**src/rtl/pipe_in_assembler_if.sv**
```systemverilog
// Handshake bundle between the host word stream and the PipeIn enqueue port.
// master = word source / message sink, slave = assembler.
interface pipe_in_assembler_if #(
    parameter int WORD_W    = 32,
    parameter int TAG_W     = 16,
    parameter int PAYLOAD_W = 128
);
    logic                       word_valid;
    logic                       word_ready;
    logic [WORD_W-1:0]          word_data;
    logic                       pipe_enq__ENA;
    logic [TAG_W+PAYLOAD_W-1:0] pipe_enq_v;
    logic                       pipe_enq__RDY;

    modport master (
        output word_valid,
        output word_data,
        output pipe_enq__RDY,
        input  word_ready,
        input  pipe_enq__ENA,
        input  pipe_enq_v
    );

    modport slave (
        input  word_valid,
        input  word_data,
        input  pipe_enq__RDY,
        output word_ready,
        output pipe_enq__ENA,
        output pipe_enq_v
    );
endinterface

```
**src/rtl/pipe_in_assembler.sv**
```systemverilog
// Packs a header word plus 0..N payload words into one {payload, tag}
// PipeIn message, held in a one-entry output buffer with ENA/RDY handoff.
module pipe_in_assembler #(
    parameter int WORD_W    = 32,
    parameter int TAG_W     = 16,
    parameter int PAYLOAD_W = 128,
    parameter int CNT_W     = 16
) (
    input  logic                CLK,
    input  logic                nRST,
    pipe_in_assembler_if.slave  io,
    output logic [CNT_W-1:0]    msg_count,
    output logic                err_overlen
);
    localparam int MAX_WORDS = PAYLOAD_W / WORD_W;
    localparam int LEN_W     = WORD_W - TAG_W;
    localparam int MSG_W     = TAG_W + PAYLOAD_W;

    typedef enum logic [1:0] {
        S_HDR,
        S_DATA,
        S_WAIT
    } state_t;

    state_t                 r_state;
    state_t                 w_state_nxt;
    logic [TAG_W-1:0]       r_tag;
    logic [TAG_W-1:0]       w_tag_nxt;
    logic [LEN_W-1:0]       r_len;
    logic [LEN_W-1:0]       r_idx;
    logic [PAYLOAD_W-1:0]   r_payload;
    logic [PAYLOAD_W-1:0]   w_payload_nxt;
    logic [MSG_W-1:0]       r_buf;
    logic                   r_ena;
    logic [CNT_W-1:0]       r_cnt;
    logic                   r_err;

    logic                   w_ready;
    logic                   w_fire;
    logic                   w_deq;
    logic                   w_done;
    logic                   w_load;
    logic [LEN_W-1:0]       w_hdr_len;

    assign w_ready   = nRST && (r_state != S_WAIT);
    assign w_fire    = io.word_valid && w_ready;
    assign w_deq     = r_ena && io.pipe_enq__RDY;
    assign w_hdr_len = io.word_data[WORD_W-1:TAG_W];

    assign io.word_ready    = w_ready;
    assign io.pipe_enq__ENA = r_ena;
    assign io.pipe_enq_v    = r_buf;
    assign msg_count        = r_cnt;
    assign err_overlen      = r_err;

    // Next state, assembled message and buffer-load decision.
    always_comb begin
        w_state_nxt   = r_state;
        w_tag_nxt     = r_tag;
        w_payload_nxt = r_payload;
        w_done        = 1'b0;
        w_load        = 1'b0;
        unique case (r_state)
            S_HDR: begin
                if (w_fire) begin
                    w_tag_nxt     = io.word_data[TAG_W-1:0];
                    w_payload_nxt = '0;
                    if (w_hdr_len == '0) begin
                        w_done = 1'b1;
                    end else begin
                        w_state_nxt = S_DATA;
                    end
                end
            end
            S_DATA: begin
                if (w_fire) begin
                    for (int k = 0; k < MAX_WORDS; k++) begin
                        if (r_idx == LEN_W'(k)) begin
                            w_payload_nxt[k*WORD_W +: WORD_W] = io.word_data;
                        end
                    end
                    if (r_idx == r_len - LEN_W'(1)) begin
                        w_done = 1'b1;
                    end
                end
            end
            S_WAIT: begin
                if (w_deq) begin
                    w_load      = 1'b1;
                    w_state_nxt = S_HDR;
                end
            end
            default: begin
                w_state_nxt = S_HDR;
            end
        endcase
        if (w_done) begin
            if (!r_ena || w_deq) begin
                w_load      = 1'b1;
                w_state_nxt = S_HDR;
            end else begin
                w_state_nxt = S_WAIT;
            end
        end
    end

    // State register.
    always_ff @(posedge CLK) begin
        if (!nRST) begin
            r_state <= S_HDR;
        end else begin
            r_state <= w_state_nxt;
        end
    end

    // Header capture, word index, accumulator, output buffer and counters.
    always_ff @(posedge CLK) begin
        if (!nRST) begin
            r_tag     <= '0;
            r_len     <= '0;
            r_idx     <= '0;
            r_payload <= '0;
            r_buf     <= '0;
            r_ena     <= 1'b0;
            r_cnt     <= '0;
            r_err     <= 1'b0;
        end else begin
            if (w_fire && (r_state == S_HDR)) begin
                r_len <= w_hdr_len;
                r_idx <= '0;
                if (w_hdr_len > LEN_W'(MAX_WORDS)) begin
                    r_err <= 1'b1;
                end
            end else if (w_fire) begin
                r_idx <= r_idx + LEN_W'(1);
            end
            r_tag     <= w_tag_nxt;
            r_payload <= w_payload_nxt;
            if (w_load) begin
                r_buf <= {w_payload_nxt, w_tag_nxt};
                r_ena <= 1'b1;
            end else if (w_deq) begin
                r_ena <= 1'b0;
            end
            if (w_deq) begin
                r_cnt <= r_cnt + CNT_W'(1);
            end
        end
    end
endmodule

```
**src/flat_wrapper.sv**
```systemverilog
// flat-port wrapper written by rule: the top's interface ports become plain ports
module pipe_in_assembler_flat 
#(
    parameter int WORD_W    = 32,
    parameter int TAG_W     = 16,
    parameter int PAYLOAD_W = 128,
    parameter int CNT_W     = 16
)
  (CLK, nRST, msg_count, err_overlen, io_word_valid, io_word_data, io_pipe_enq__RDY, io_word_ready, io_pipe_enq__ENA, io_pipe_enq_v);
  pipe_in_assembler_if #(.WORD_W(WORD_W), .TAG_W(TAG_W), .PAYLOAD_W(PAYLOAD_W)) io_i ();
  input  logic CLK;
  input  logic nRST;
  output logic [CNT_W-1:0] msg_count;
  output logic err_overlen;
  input wire logic [$bits(io_i.word_valid)-1:0] io_word_valid;
  input wire logic [$bits(io_i.word_data)-1:0] io_word_data;
  input wire logic [$bits(io_i.pipe_enq__RDY)-1:0] io_pipe_enq__RDY;
  output wire logic [$bits(io_i.word_ready)-1:0] io_word_ready;
  output wire logic [$bits(io_i.pipe_enq__ENA)-1:0] io_pipe_enq__ENA;
  output wire logic [$bits(io_i.pipe_enq_v)-1:0] io_pipe_enq_v;
  assign io_i.word_valid = io_word_valid;
  assign io_i.word_data = io_word_data;
  assign io_i.pipe_enq__RDY = io_pipe_enq__RDY;
  assign io_word_ready = io_i.word_ready;
  assign io_pipe_enq__ENA = io_i.pipe_enq__ENA;
  assign io_pipe_enq_v = io_i.pipe_enq_v;
  pipe_in_assembler #(.WORD_W(WORD_W), .TAG_W(TAG_W), .PAYLOAD_W(PAYLOAD_W), .CNT_W(CNT_W)) u_core (.CLK(CLK), .nRST(nRST), .io(io_i), .msg_count(msg_count), .err_overlen(err_overlen));
endmodule
```
**config.mk**
```make
export PLATFORM = sky130hd
export DESIGN_NAME = pipe_in_assembler_flat
export DESIGN_NICKNAME = d
export VERILOG_FILES = /design/src/rtl/pipe_in_assembler_if.sv /design/src/rtl/pipe_in_assembler.sv /design/src/flat_wrapper.sv
export SDC_FILE = /design/constraint.sdc
export NUM_CORES = 1
export LEC_CHECK = 0
export CORE_MARGIN = 2
export CORE_UTILIZATION = 50
export DETAILED_ROUTE_END_ITERATION = 12
export GPL_TIMING_DRIVEN = 0
export PLACE_DENSITY = 0.73
export SETUP_SLACK_MARGIN = 0.2
export SYNTH_ARGS = -nofsm -noshare
export SYNTH_HDL_FRONTEND = slang
export SYNTH_SLANG_ARGS = --single-unit
```
**constraint.sdc**
```tcl
create_clock -name CLK -period 4.8 [get_ports CLK]
set_input_delay 1.44 -clock CLK [delete_from_list [all_inputs] [get_ports CLK]]
set_output_delay 1.44 -clock CLK [all_outputs]
set_load 0.05 [all_outputs]
```
==> impl_metrics.ini, run 1 <==
[finish]
syn_to_final_growth_pct = 27.3
n_fill_cell = 2158
drive_gt1_frac = 0.0644
nets = 1691
fin_area_mm2 = 0.0169
antenna-diode-count = 0

[timing]
drv_slew = 0
setup_viol = 0
post-route-period-util = 0.939
max_freq_mhz = 222
setup_slack_ns = 0.291
tightest_slew_ns = 0.824
skew_ns = 0.0224
min_period_ns = 4.51
maxSlewHeadroom = 0.443
hold_viol = 0
rsz0062_at_grt = no

[power_and_ir_drop]
power_density_mw_per_mm2 = 363
p_leak_nw = 6.23
irDropWorstVdd_mv = 0.290

[route]
drtIter0Drc = 1068
post_drt_wl_per_cell_um = 19.5
finalWirelength_um = 39300
drc = 0
dr.pass1.iters = 8
postRouteAntennaNets = 0
vias_per_cell = 5.81
num_vias = 11700

[yosys]
yosys_register_bits = 340
synth_nets = 1455
yosys.area.top_type = dfxtp_1
yosys_warnings = 0
synthTopCellsByArea = dfxtp_1 51%, a31o_1 7.5%, nand2_1 6.6%
yosys-top-cells-count = 340 x dfxtp_1, 233 x nand2_1, 122 x a21oi_1, 113 x a31o_1, 109 x clkbuf_1
synth.most_common_cell = dfxtp_1
yosysTopAreaCellShare = 0.512
seq_area_frac_synth = 0.512
ys.flop_type = dfxtp_1
post_synth.cell_area_avg_um2 = 9.40
synthCells = 1413
async_reset_ff_frac = 0
synth_edf_count = 0
synthDistinctLibCells = 49
synth.cell_area_mm2 = 0.0133

[min_path]
holdPathStages = 1
hold_start = u_core.err_overlen$_SDFFE_PN0P_
whs_endpoint = u_core.err_overlen$_SDFFE_PN0P_
min_path_type = reg2reg

[cts]
htree_num_levels = 2
root_buffer = clkbuf_16
cts_tree = done
cts_sinks = 340
postCtsSetupRepairBufs = 0
clock_tree.buffer_depth = 3
cts_made_buffers = 36
clk_latency_ns = 0.53
path_clk_slew_ns = 0.05

[floorplan]
io_pins = 199
dieArea_mm2 = 0.0279
fp-row-count = 59
initial_core_util = 0.510
core_mm2 = 0.0261
die_y_um = 167
dieWidth_um = 167

[setup_path]
crit_buf_inv = 6
worstPathArrival_ns = 3.07
r2r-end = u_core.io.pipe_enq_v[138]$_SDFFE_PN0P_
crit_type = in2out
reg2regPathDepth = 11
cpPeakStageDelay_ns = 0.49
crit_slowest_cell = clkdlybuf4s50_1
cp_top_family = buffers and inverters
critPathMostFrequentCell = buf_4
crit_chain = clkdlybuf4s50_1 > buf_4 > clkbuf_8 > buf_4 > clkbuf_4 > and2_1 > buf_4
startpoint = nRST
critical_path.max_fanout = 10
r2r-start = u_core.r_len[0]$_SDFFE_PN0P_
start_kind = input pin
end_kind = primary output
critPathRequiredTime_ns = 3.36
r2r_slack_ns = 0.63

[placement]
dpl.hpwl_um = 28200
portBuffers = 198
dp_slack_ns = -1.28
gp_congestion = 0.853
placed_area_mm2 = 0.0157

[grt]
grt-ovfl-total = 0
antenna_found_initial = 0
grt_pass1_vias = 11300
grt_first_pass_wirelength_um = 62000
grtUsageTotal = 0.274
grt_max_degree = 15

[job]
maxCapViolCount = 0

[run_status]
run_status = complete, no violations
-- registers in the layout, indices dropped and copies added (netlist names) --
register                 cells
u_core.io.pipe_enq_v       144
u_core.r_payload           128
u_core.msg_count            16
u_core.r_idx                16
u_core.r_len                16
u_core.r_tag                16
u_core.r_state               2
u_core.err_overlen           1
u_core.io.pipe_enq__ENA      1
-- cells by family after synthesis --
family | synth area share
xor+xnor | 0.0264
compound gates | 0.264
flops | 0.512
buf+inv | 0.0431
mux | 0.000754
fa+ha+maj | 0.00565
simple gates | 0.147
-- worst register-to-register path, cell delays in order (launching register included) --
cell	delay, ns
dfxtp_1	0.37
inv_1	0.10
ha_1	0.14
clkbuf_1	0.28
or3b_2	0.53
or4_1	0.51
a222oi_1	0.29
o2111ai_1	0.27
o41ai_4	0.54
clkbuf_1	0.50
buf_2	0.38
a31o_1	0.19
-- layout by cell type (no fill, tap or decap), types with 18 or more instances in the layout --
| master | n |
|---|---|
| a21boi_0 | 71 |
| dfxtp_1 | 340 |
| a21oi_1 | 122 |
| clkbuf_1 | 112 |
| nand2_1 | 233 |
| a31o_1 | 113 |
| xor2_1 | 18 |
| buf_2 | 23 |
| and2_1 | 31 |
| and3_1 | 25 |
| a22o_1 | 96 |
| clkdlybuf4s50_1 | 197 |
| xnor2_1 | 22 |
| clkbuf_16 | 36 |
| nand3_1 | 43 |
| nor2_1 | 27 |
-- report_power, final --
| group | total (mW) | switching, mW | internal, mW |
|---|---|---|---|
| combinational | 0.446 | 0.316 | 0.130 |
| clock | 2.83 | 1.13 | 1.69 |
| sequential | 2.87 | 0.0178 | 2.85 |
-- how the worst max path moves through the flow --
stage,cells past startpoint,to,slack (ns)
2_1_floorplan,5,io_word_ready,0.47
5_1_grt,10,u_core.io.pipe_enq_v[140]$_SDFFE_PN0P_,0.22
3_5_place_dp,7,io_word_ready,-1.28
3_3_place_gp,7,io_word_ready,-1.30
4_1_cts,7,io_word_ready,0.20
6_report,7,io_word_ready,0.29
-- per-layer routing --
metal / global-route usage / share of wire / wire length, um
met1: 0.383 / 0.46 / 17900
met2: 0.441 / 0.46 / 18000
met3: 0.0409 / 0.063 / 2480
met4: 0.0772 / 0.022 / 884
met5: 0 / 0 / 0
-- per-stage QoR --
| stage | TNS (ns) | util | hold WS, ns | power, mW | std cells |
|---|---|---|---|---|---|
| 2_1_floorplan | 0 | - | 0.445 | 3.19 | 1413 |
| 4_1_cts | 0 | 0.649 | 0.475 | 6.15 | 2011 |
| 3_3_place_gp | -11.57 | 0.602 | 0.450 | 3.36 | 1946 |
| 6_report | 0 | 0.649 | 0.476 | 6.14 | 2011 |
| 3_5_place_dp | -15.89 | 0.602 | 0.461 | 3.37 | 1946 |
| 5_1_grt | 0 | 0.649 | 0.492 | 6.33 | 2011 |
-- cell type report --
class | instances | area, um^2 | share of cell area
flip-flops and latches | 340 | 6810 | 0.402
multi-input cells | 931 | 5900 | 0.349
repair buffers | 198 | 1980 | 0.117
clock buffers | 54 | 1060 | 0.0626
plain buffers | 137 | 578 | 0.0342
well taps | 335 | 419 | 0.0248
clock inverters | 11 | 148 | 0.00873
inverters | 5 | 18.8 | 0.00111
-- what timing repair did --
action,CTS,global route
setup endpoints to repair,2,4
hold buffers,0,0
gates resized for setup,15,6
Power figures use the tool's default switching activity.
==> run 2, diff against run 1 <==
--- a/config.mk
+++ b/config.mk
@@ -9,7 +9,7 @@
 export CORE_UTILIZATION = 50
 export DETAILED_ROUTE_END_ITERATION = 12
 export GPL_TIMING_DRIVEN = 0
-export PLACE_DENSITY = 0.73
+export PLACE_DENSITY = 0.75
 export SETUP_SLACK_MARGIN = 0.2
 export SYNTH_ARGS = -nofsm -noshare
 export SYNTH_HDL_FRONTEND = slang
==> impl_metrics.ini, run 2 (synthesis results as in run 1) <==
[min_path]
min_path_type = reg2reg
hold_start = u_core.r_tag[10]$_SDFF_PN0_

[power_and_ir_drop]
comb_power_share = 0.075
p_switching_mw = 1.43
irDropWorstVdd_mv = 0.245
power_frac_clock = 0.444
seqPwrFrac = 0.482
p_leak_nw = 6.19
power_density_mw_per_mm2 = 355
p_int_mw = 4.54
power.share.switching = 0.239

[route]
vias_per_cell = 5.87
post_drt_wl_per_cell_um = 19.4
finalWirelength_um = 39000
drc = 0
postRouteAntennaNets = 0
dr.pass1.iters = 5
drtIter0Drc = 945
num_vias = 11800

[finish]
syn_to_final_growth_pct = 26.6
antenna-diode-count = 0
nets = 1690
drive_gt1_frac = 0.0629
largest_reg_flops = 144
utilization = 0.645
final_common_cell = dfxtp_1
layout_common_cells = 340 x dfxtp_1, 233 x nand2_1, 197 x clkdlybuf4s50_1

[placement]
portBuffers = 198
dpl.hpwl_um = 27900
dp_slack_ns = -1.26
gp_congestion = 0.853

[setup_path]
startpoint = nRST
r2r-start = u_core.r_len[0]$_SDFFE_PN0P_
critical_path.max_fanout = 10
worstPathArrival_ns = 3.12
start_kind = input pin
crit_type = in2out
critPathRequiredTime_ns = 3.36
end_kind = primary output

[timing]
post-route-period-util = 0.950
rsz0062_at_grt = yes
setup_viol = 0
holdWs_ns = 0.472
drv_slew = 0
setup_slack_ns = 0.238
tightest_slew_ns = 0.890
fin_setup_tns_ns = 0
max_freq_mhz = 219
maxSlewHeadroom = 0.406
min_period_ns = 4.56
skew_ns = 0.0126
hold_viol = 0

[job]
maxCapViolCount = 0

[floorplan]
dieWidth_um = 167
io_pins = 199
core_mm2 = 0.0261
initial_core_util = 0.510
fp-row-count = 59
dieArea_mm2 = 0.0279
die_y_um = 167

[run_status]
run_status = complete, no violations

[cts]
cts_made_buffers = 35
cts-hold-fix-buffers = 0
clock_tree.buffer_depth = 3
postCtsSetupRepairBufs = 0
cts_sinks = 340
root_buffer = clkbuf_16
cts_tree = done
path_clk_slew_ns = 0.06
clk_latency_ns = 0.52
htree_num_levels = 2

[grt]
grtUsageTotal = 0.269
grt_max_degree = 15
grt_first_pass_wirelength_um = 60600
grt-ovfl-total = 0
grt_pass1_vias = 11200
antenna_found_initial = 0
[run 2: cell types whose count changed in the layout (fill, tap and decap cells not counted), sizes merged]
cell	before	now
clkbuf	161	158
bufinv	3	1
clkinvlp	1	0
[run 2: path summary, 6_finish.rpt]
kind                                                          endpoint  slack (ns)  cells after the start
worst max-delay path                                     io_word_ready        0.24                      7
worst max register to register  u_core.io.pipe_enq_v[139]$_SDFFE_PN0P_        0.56                     11
worst min-delay path                       u_core.r_tag[10]$_SDFF_PN0_        0.47                      2
worst min register to register             u_core.r_tag[10]$_SDFF_PN0_        0.47                      2
[run 2: per-stage QoR]
step	power, mW	cells	area [um^2]
6_report	5.97	2005	16800
5_1_grt	6.15	2005	16800
4_1_cts	5.98	2005	16800
3_5_place_dp	3.37	1946	15700
3_3_place_gp	3.36	1946	15700
2_1_floorplan	3.19	1413	13300
[run 2: power groups by stage]
stage	clock [mW]	combinational [mW]	sequential, mW
after floorplan	0	0.238	2.95
after global placement	0	0.427	2.93
after detailed placement	0	0.432	2.93
after CTS	2.67	0.436	2.87
after global routing	2.80	0.476	2.87
final	2.65	0.445	2.87
[run 2: per-layer routing]
metal  GRT usage  vias up  part of all wire
li1            -     5559                 -
met1       0.372     5685              0.45
met2       0.429      430              0.45
met3      0.0428       89             0.067
met4      0.0915        0             0.031
met5           0        -                 0
[run 2: layout make-up]
| class | instances | area, um^2 |
|---|---|---|
| multi-input combinational | 931 | 5900 |
| clock inverter | 8 | 80.1 |
| clock buffer | 51 | 1040 |
| buffer | 137 | 573 |
| fill | 2171 | 9240 |
| sequential | 340 | 6810 |
| timing repair buffer | 198 | 1980 |
| inverter | 5 | 18.8 |
| tap | 335 | 419 |
[run 2: critical path, cell delays in order]
cell and delay, ns:
clkdlybuf4s50_1 0.49, clkbuf_4 0.23, buf_4 0.22, buf_4 0.20, clkbuf_4 0.21, and2_1 0.14
buf_4 0.19
[run 2: what timing repair did]
action	CTS	global route
gates resized for setup	15	6
setup endpoints to repair	19	26
pin swaps	0	0
